`src/rtl/rr_mux_arbiter.sv`:
```
// rr_mux_arbiter
//   Round-robin arbiter that steers an external 8:1 mux (sel) to one of eight
//   requesters, captures the selected word into a registered output, and
//   strobes gnt to pop that word from its requester. An owner may deliver up
//   to MAX_BURST consecutive words before the arbiter rotates past it.
//
// Ports
//   clk        : clock, rising edge
//   rst_n      : synchronous active-low reset
//   req[7:0]   : requester i has a word on mux input i
//   mux_out    : output of the external 8:1 mux selected by sel
//   sel[2:0]   : registered mux select
//   gnt[7:0]   : one-hot pop strobe, high only in the capture cycle
//   out_data   : captured word
//   out_valid  : out_data holds an undelivered word
//   out_ready  : downstream accepts out_data when out_valid is high
//   busy       : arbiter is not idle (not in ARB)
module rr_mux_arbiter #(
  parameter int unsigned MAX_BURST = 4
) (
  input  logic       clk,
  input  logic       rst_n,
  input  logic [7:0] req,
  input  logic [7:0] mux_out,
  output logic [2:0] sel,
  output logic [7:0] gnt,
  output logic [7:0] out_data,
  output logic       out_valid,
  input  logic       out_ready,
  output logic       busy
);

  localparam logic [3:0] BURST_LIMIT = 4'(MAX_BURST);

  typedef enum logic [1:0] {
    ARB,
    CAPT,
    HOLD
  } state_t;

  state_t     state;
  logic [2:0] owner;
  logic [2:0] ptr;
  logic [3:0] burst_cnt;

  logic [2:0] pick;
  logic       found;
  logic [2:0] idx;

  // First requester at or after ptr, wrapping modulo 8.
  always_comb begin
    pick  = '0;
    found = 1'b0;
    idx   = '0;
    for (int unsigned k = 0; k < 8; k++) begin
      idx = ptr + 3'(k);
      if (!found && req[idx]) begin
        pick  = idx;
        found = 1'b1;
      end
    end
  end

  always_comb begin
    gnt = '0;
    if (state == CAPT) gnt[owner] = 1'b1;
  end

  assign busy = (state != ARB);

  always_ff @(posedge clk) begin
    if (!rst_n) begin
      state     <= ARB;
      sel       <= '0;
      owner     <= '0;
      ptr       <= '0;
      burst_cnt <= '0;
      out_data  <= '0;
      out_valid <= 1'b0;
    end else begin
      unique case (state)
        ARB: begin
          if (found) begin
            owner     <= pick;
            sel       <= pick;
            burst_cnt <= '0;
            state     <= CAPT;
          end
        end
        CAPT: begin
          // Word is taken even if req[owner] has already dropped.
          out_data  <= mux_out;
          out_valid <= 1'b1;
          burst_cnt <= burst_cnt + 4'd1;
          state     <= HOLD;
        end
        HOLD: begin
          if (out_ready) begin
            out_valid <= 1'b0;
            if (req[owner] && (burst_cnt < BURST_LIMIT)) begin
              state <= CAPT;
            end else begin
              ptr   <= owner + 3'd1;
              state <= ARB;
            end
          end
        end
        default: state <= ARB;
      endcase
    end
  end

endmodule

```
`config.mk`:
```
export PLATFORM = sky130hd
export DESIGN_NAME = rr_mux_arbiter
export DESIGN_NICKNAME = d
export VERILOG_FILES = /design/src/rtl/rr_mux_arbiter.sv
export SDC_FILE = /design/constraint.sdc
export NUM_CORES = 1
export LEC_CHECK = 0
export BUFFER_PORTS_ARGS = -buffer_cell sky130_fd_sc_hd__buf_2
export CELL_PAD_IN_SITES_DETAIL_PLACEMENT = 0
export CELL_PAD_IN_SITES_GLOBAL_PLACEMENT = 2
export CORE_UTILIZATION = 30
export DETAILED_ROUTE_END_ITERATION = 10
export GPL_ROUTABILITY_DRIVEN = 0
export GPL_TIMING_DRIVEN = 0
export PLACE_DENSITY_LB_ADDON = 0.1
export SLEW_MARGIN = 40
export SYNTH_ARGS = -nofsm -noshare
export SYNTH_HDL_FRONTEND = slang
export SYNTH_SLANG_ARGS = --single-unit
export TNS_END_PERCENT = 30
```
`constraint.sdc`:
```
create_clock -name clk -period 3.5 [get_ports clk]
set_input_delay 0.35 -clock clk [delete_from_list [all_inputs] [get_ports clk]]
set_output_delay 0.35 -clock clk [all_outputs]
set_load 0.005 [all_outputs]
```
## Word-level counts from Yosys, hierarchy flattened

Cells that the tools add are included.

| storage, ports and cells | value |
|---|---|
| register bits | 21 |
| bits in latches | 0 |
| memory bits (writable) | 0 |
| memory bits (read-only) | 0 |
| input port bits | 19 |
| output and inout port bits | 21 |
| word-level logic and storage cells | 101 |
| memories kept | 0 |

| operators by class | value |
|---|---|
| add/subtract/negate cells | 9 |
| multiply operators | 0 |
| divide/modulo/power cells | 0 |
| $lt $le $gt $ge | 11 |
| equal/unequal tests | 4 |
| shift operators | 0 |
| muxes and demuxes | 45 |
| bitwise operators | 1 |
| reduce and logical (&&, ||, !) cells | 25 |

Operator list:

| kind | count |
|---|---|
| < comparator 3 x 4 -> 1 bit, second input constant | 9 |
| binary-select mux 1 bit (select 3 bit) | 9 |
| 2-to-1 mux 3 bit | 8 |
| 2-to-1 mux 1 bit | 20 |
| adder 3 bit, second input constant | 4 |
| logical AND 1 bit | 9 |
| 2-to-1 mux 8 bit | 1 |
| case mux 4 bit (2 select lines) | 1 |
| AND reduction 2 bit | 4 |
| zero test 1 bit | 7 |
| adder 3 x 1 -> 3 bit, second input constant | 2 |
| adder 3 x 2 -> 3 bit, second input constant | 2 |
| case mux 2 bit (3 select lines) | 1 |
| nonzero test 2 bit | 3 |
| adder 4 x 1 -> 4 bit, second input constant | 1 |
| < comparator 4 x 3 -> 1 bit, second input constant | 1 |
| 2-to-1 mux 2 bit | 2 |
| 2-to-1 mux 4 bit | 1 |
| inequality test 2 bit, second input constant | 2 |
| demux 1 bit (select 3 bit) | 1 |
| greater-or-equal comparator 3 x 1 -> 1 bit, second input constant | 1 |
| AND reduction 3 bit | 1 |
| equality test 2 x 1 -> 1 bit, second input constant | 1 |
| equality test 2 bit, second input constant | 1 |
| other kinds (3) | 3 |

## Depth between registers and ports, before layout

| logic depth | value |
|---|---|
| word-level depth | 26 |
| depth in mapped cells | 12 |
| gate-level depth less buffers | 8 |

## Worst setup path after synthesis

OpenSTA, ideal clock, no wires.

| path | value |
|---|---|
| kind | register to register |
| from | register ptr[1] |
| to | register owner[2] |
| setup time | 0.124 ns |
| arrival time | 3.038 ns |
| required time | 3.376 ns |
| path slack | 0.338 ns |
| cell stages (with the launch flop) | 12 |
| buffers on the path | 3 |
| clock period less this slack | 3.162 ns |
| cell sequence | dfxtp_1 -> buf_2 -> clkbuf_1 -> inv_1 -> ha_1 -> buf_6 -> mux4_2 -> a2111oi_4 -> nand3_1 -> o311a_1 -> a21oi_1 -> a21oi_1 |

| between the ends | value |
|---|---|
| longest elaborated chain between the ends | 25 |
| elaborated cells on any way between the ends | 54 |
| those cells by class | 7 x add/sub; 32 x mux; 15 x reduce/logical |

Ends and longest elaborated chain:

| what | RTL line | text |
|---|---|---|
| start: declaration | 43 | `logic [2:0] ptr;` |
| start signal: assignment | 103 | `ptr <= owner + 3'd1;` |
| branches (longest 25 deep; another with adder 3 x 1 -> 3 bit) | n/a |  |
| end signal: assignment | 84 | `owner <= pick;` |
| end: declaration | 42 | `logic [2:0] owner;` |

Several ways; the timed one is not identified. The select of a mux whose other input is x is not followed.
A chain may end at the register's enable or synchronous reset.

## Worst setup path in the final report

| path | value |
|---|---|
| from | register ptr[0] |
| to | register owner[0] |

The elaborated chain is that of the path after synthesis.

==> run_results.csv <==
group,metric,value,unit
pwr,max-vdd-ir-drop,0.227,mV
synth,yosys_register_bits,21,
die,initial_core_utilization,31.4,%
min_path,hp-class,"input port to flop",
global_route,grt.total_usage,16.2,%
setup_path,critical_path_class,"flop to flop",
sta,final-max-slew-violation-count,0,
sta,fin_setup_tns,0,ns
route,drt_iter0_markers,95,
clock_network,ctsHtreeMaxLevel,1,
sta,setup_viol,0,
sta,final.min_clock_period,3.25,ns
pwr,p_per_area,317,nW/µm²
synth,yosys_most_used_dff,"dfxtp_1",
sta,fmax,0.308,GHz
final_layout,final_layout_size_suffix_gt1_share,26.7,%
synth,synth_cells,224,
global_route,grt-ovfl-total,0,
die,dieArea,7020,µm²
setup_path,timing.critical_path.required,3.63,ns
clock_network,clockBufferDepth,2,
sta,actual_transition_at_the_worst_max_transition_pin,0.559,ns
setup_path,maximum_fanout_along_the_worst_path,10,
global_route,grt_first_pass_wirelength,9.17,mm
synth,yosys-top-cells-area,"dfxtp_1 21%, mux4_2 13%, mux2i_1 9.0%",
setup_path,cp.arrival,3.37,ns
sta,relSlewSlack,61.7,%
setup_path,critical_path.startpoint_type,"flop",
setup_path,critPathMaxStageDelay,0.56,ns
sta,timing.final.crit_share,92.7,%
route,post-route-drc-count,0,
setup_path,buf_inv_on_cp,4,
final_layout,area_growth,16.8,%
synth,yosys.cell_types.count,53,
die,fp.dieW,83.8,µm
clock_network,cts-hold-fix-buffers,0,
setup_path,ordered_list_of_cells_on_the_worst_path,"buf_4 -> clkinv_2 -> ha_1 -> buf_6 -> buf_2 -> mux2_2 -> mux4_2 -> nand2_1 -> nand3_1 -> a211oi_1 -> o32ai_1",
clock_network,numClockSinks,21,
sta,grt_setup_unrepaired,"no",
clock_network,clock-root-buffer,"clkbuf_8",
clock_network,cts_tree,"yes",
route,drtPass1Iterations,4,
synth,yosys_warnings,0,
placed_design,detailed_place_hpwl,4.38,mm
global_route,maximum_number_of_pins_on_one_net_before_global_route_repair,19,
setup_path,endpoint_kind_of_the_worst_setup_timing_path,"flop",
outcome,result_of_the_run,"completed",
synth,ys_seq_area_share,20.9,%
clock_network,inserted_clock_buffers,3,
final_layout,layout.nets,290,
route,drtAntennaViolNets,0,
final_layout,diodes,0,
global_route,via_count_of_the_first_global_routing_pass,1747,
sta,finClkSkew,0.00136,ns
synth,synth_most_common_cell,"nand2_1",
final_layout,n_fill_cell,685,
route,post_drt_via_cell_ratio,5.41,
clock_network,post-cts-setup-buffer-count,0,
route,wire_per_inst,16.2,µm
synth,synthesized_area_per_cell,8.96,µm²
die,num_rows,29,
die,core_area,6390,µm²
route,route.vias.total,1855,
clock_network,clock_insertion_delay_at_the_later_pin_of_the_skew_report,0.26,ns
setup_path,critical_path.top_delay_family,"multiplexers",
die,die-height,83.8,µm
synth,synthesis.nets,247,
synth,post-synth-top-area-fraction,20.9,%
run,cap_violations,0,
route,drt-total-wl,5.55,mm
placed_design,placed_cells,340,
placed_design,numPortBuffers,39,
synth,ys_top_cells_by_count,"32 x nand2_1, 21 x dfxtp_1, 18 x mux2i_1",
setup_path,cpMaxStageDelayCell,"mux4_2",
global_route,antenna_found_initial,0,
synth,synth_enable_flop_cells,0,
clock_network,path_clk_slew,0.08,ns
sta,finalHoldViolCount,0,
final_layout,finalNonFillerCells,343,
pwr,report.power.total,742,µW
synth,synth.largest_area_cell,"dfxtp_1",
synth,syn-cell-area,2010,µm²
pwr,cellLeakagePower,0.000930,µW
clock_network,cts_resized,1,
synth,fraction_of_registers_with_async_set_or_reset_after_synthesis,0,%
die,io-pin-count,40,
## final cells by class
type	instances	area, µm²	share of cell area (%)
clock buffers	4	45.0	1.92
well taps	77	96.3	4.11
multi-input cells	184	1500	64.1
plain buffers	13	65.1	2.78
flip-flops and latches	21	420	17.9
repair buffers	39	195	8.33
inverters	5	20.0	0.854
## final timing paths
| kind | start | endpoint | slack [ns] | cells past startpoint |
|---|---|---|---|---|
| max reg2reg | ptr[0] | owner[0] | 0.25 | 11 |
| min reg2reg | out_data[5] | out_data[5] | 0.46 | 2 |
| max | ptr[0] | owner[0] | 0.25 | 11 |
| min | mux_out[3] | out_data[3] | 0.33 | 3 |
## kinds of logic (layout without fill, tap and decap cells)
kind of cell	count (synthesis)	in the layout	share of synthesized area [%]
mux	38	38	29.2
simple gates	90	90	22.3
xor+xnor	4	4	1.75
buf+inv	19	61	4.24
fa+ha+maj	4	4	2.49
compound gates	48	48	19.1
flops	21	21	20.9
## tightest hold or removal path: stages
cell      delay (ns)
buf_2           0.10
nand2_1         0.04
a21boi_0        0.06
## registers in the layout, indices dropped and copies added, names as in the netlist
| register | flops |
|---|---|
| state | 2 |
| out_data | 8 |
| burst_cnt | 4 |
| owner | 3 |
| out_valid | 1 |
| ptr | 3 |
## metrics by stage
step | worst slack (ns) | area (µm²) | hold WS, ns | utilization (%)
after floorplan | 0.338 | 2010 | 0.432 | -
after global placement | -0.263 | 2300 | 0.449 | 36.0
after detailed placement | -0.185 | 2300 | 0.454 | 36.0
after CTS | 0.169 | 2340 | 0.331 | 36.7
after global routing | 0.00345 | 2340 | 0.339 | 36.7
final | 0.254 | 2340 | 0.333 | 36.7
## placed cells by master, fill, tap and decap left out, types with 6 or more instances in the layout
master	count
a21boi_0	8
mux2i_1	18
o21ai_0	10
nand2_1	32
buf_2	40
dfxtp_1	21
nor2_1	16
clkbuf_1	9
and2_1	6
mux4_2	12
nor2b_1	8
## where the power goes
part	leakage (µW)	internal (µW)	switching (µW)	total [µW]
clock	0.0000228	81.0	78.4	159
combinational	0.000735	133	165	299
sequential	0.000171	263	21.4	284
## layer usage
layer / vias to the layer above / track usage [%] / wire [µm]
met4: 0 / 2.47 / 34
li1: 918 / - / -
met1: 884 / 24.1 / 2720
met2: 49 / 25.0 / 2510
met3: 4 / 2.57 / 283
met5: - / 0 / 0
Note: power is estimated with default switching activity, not from simulation.
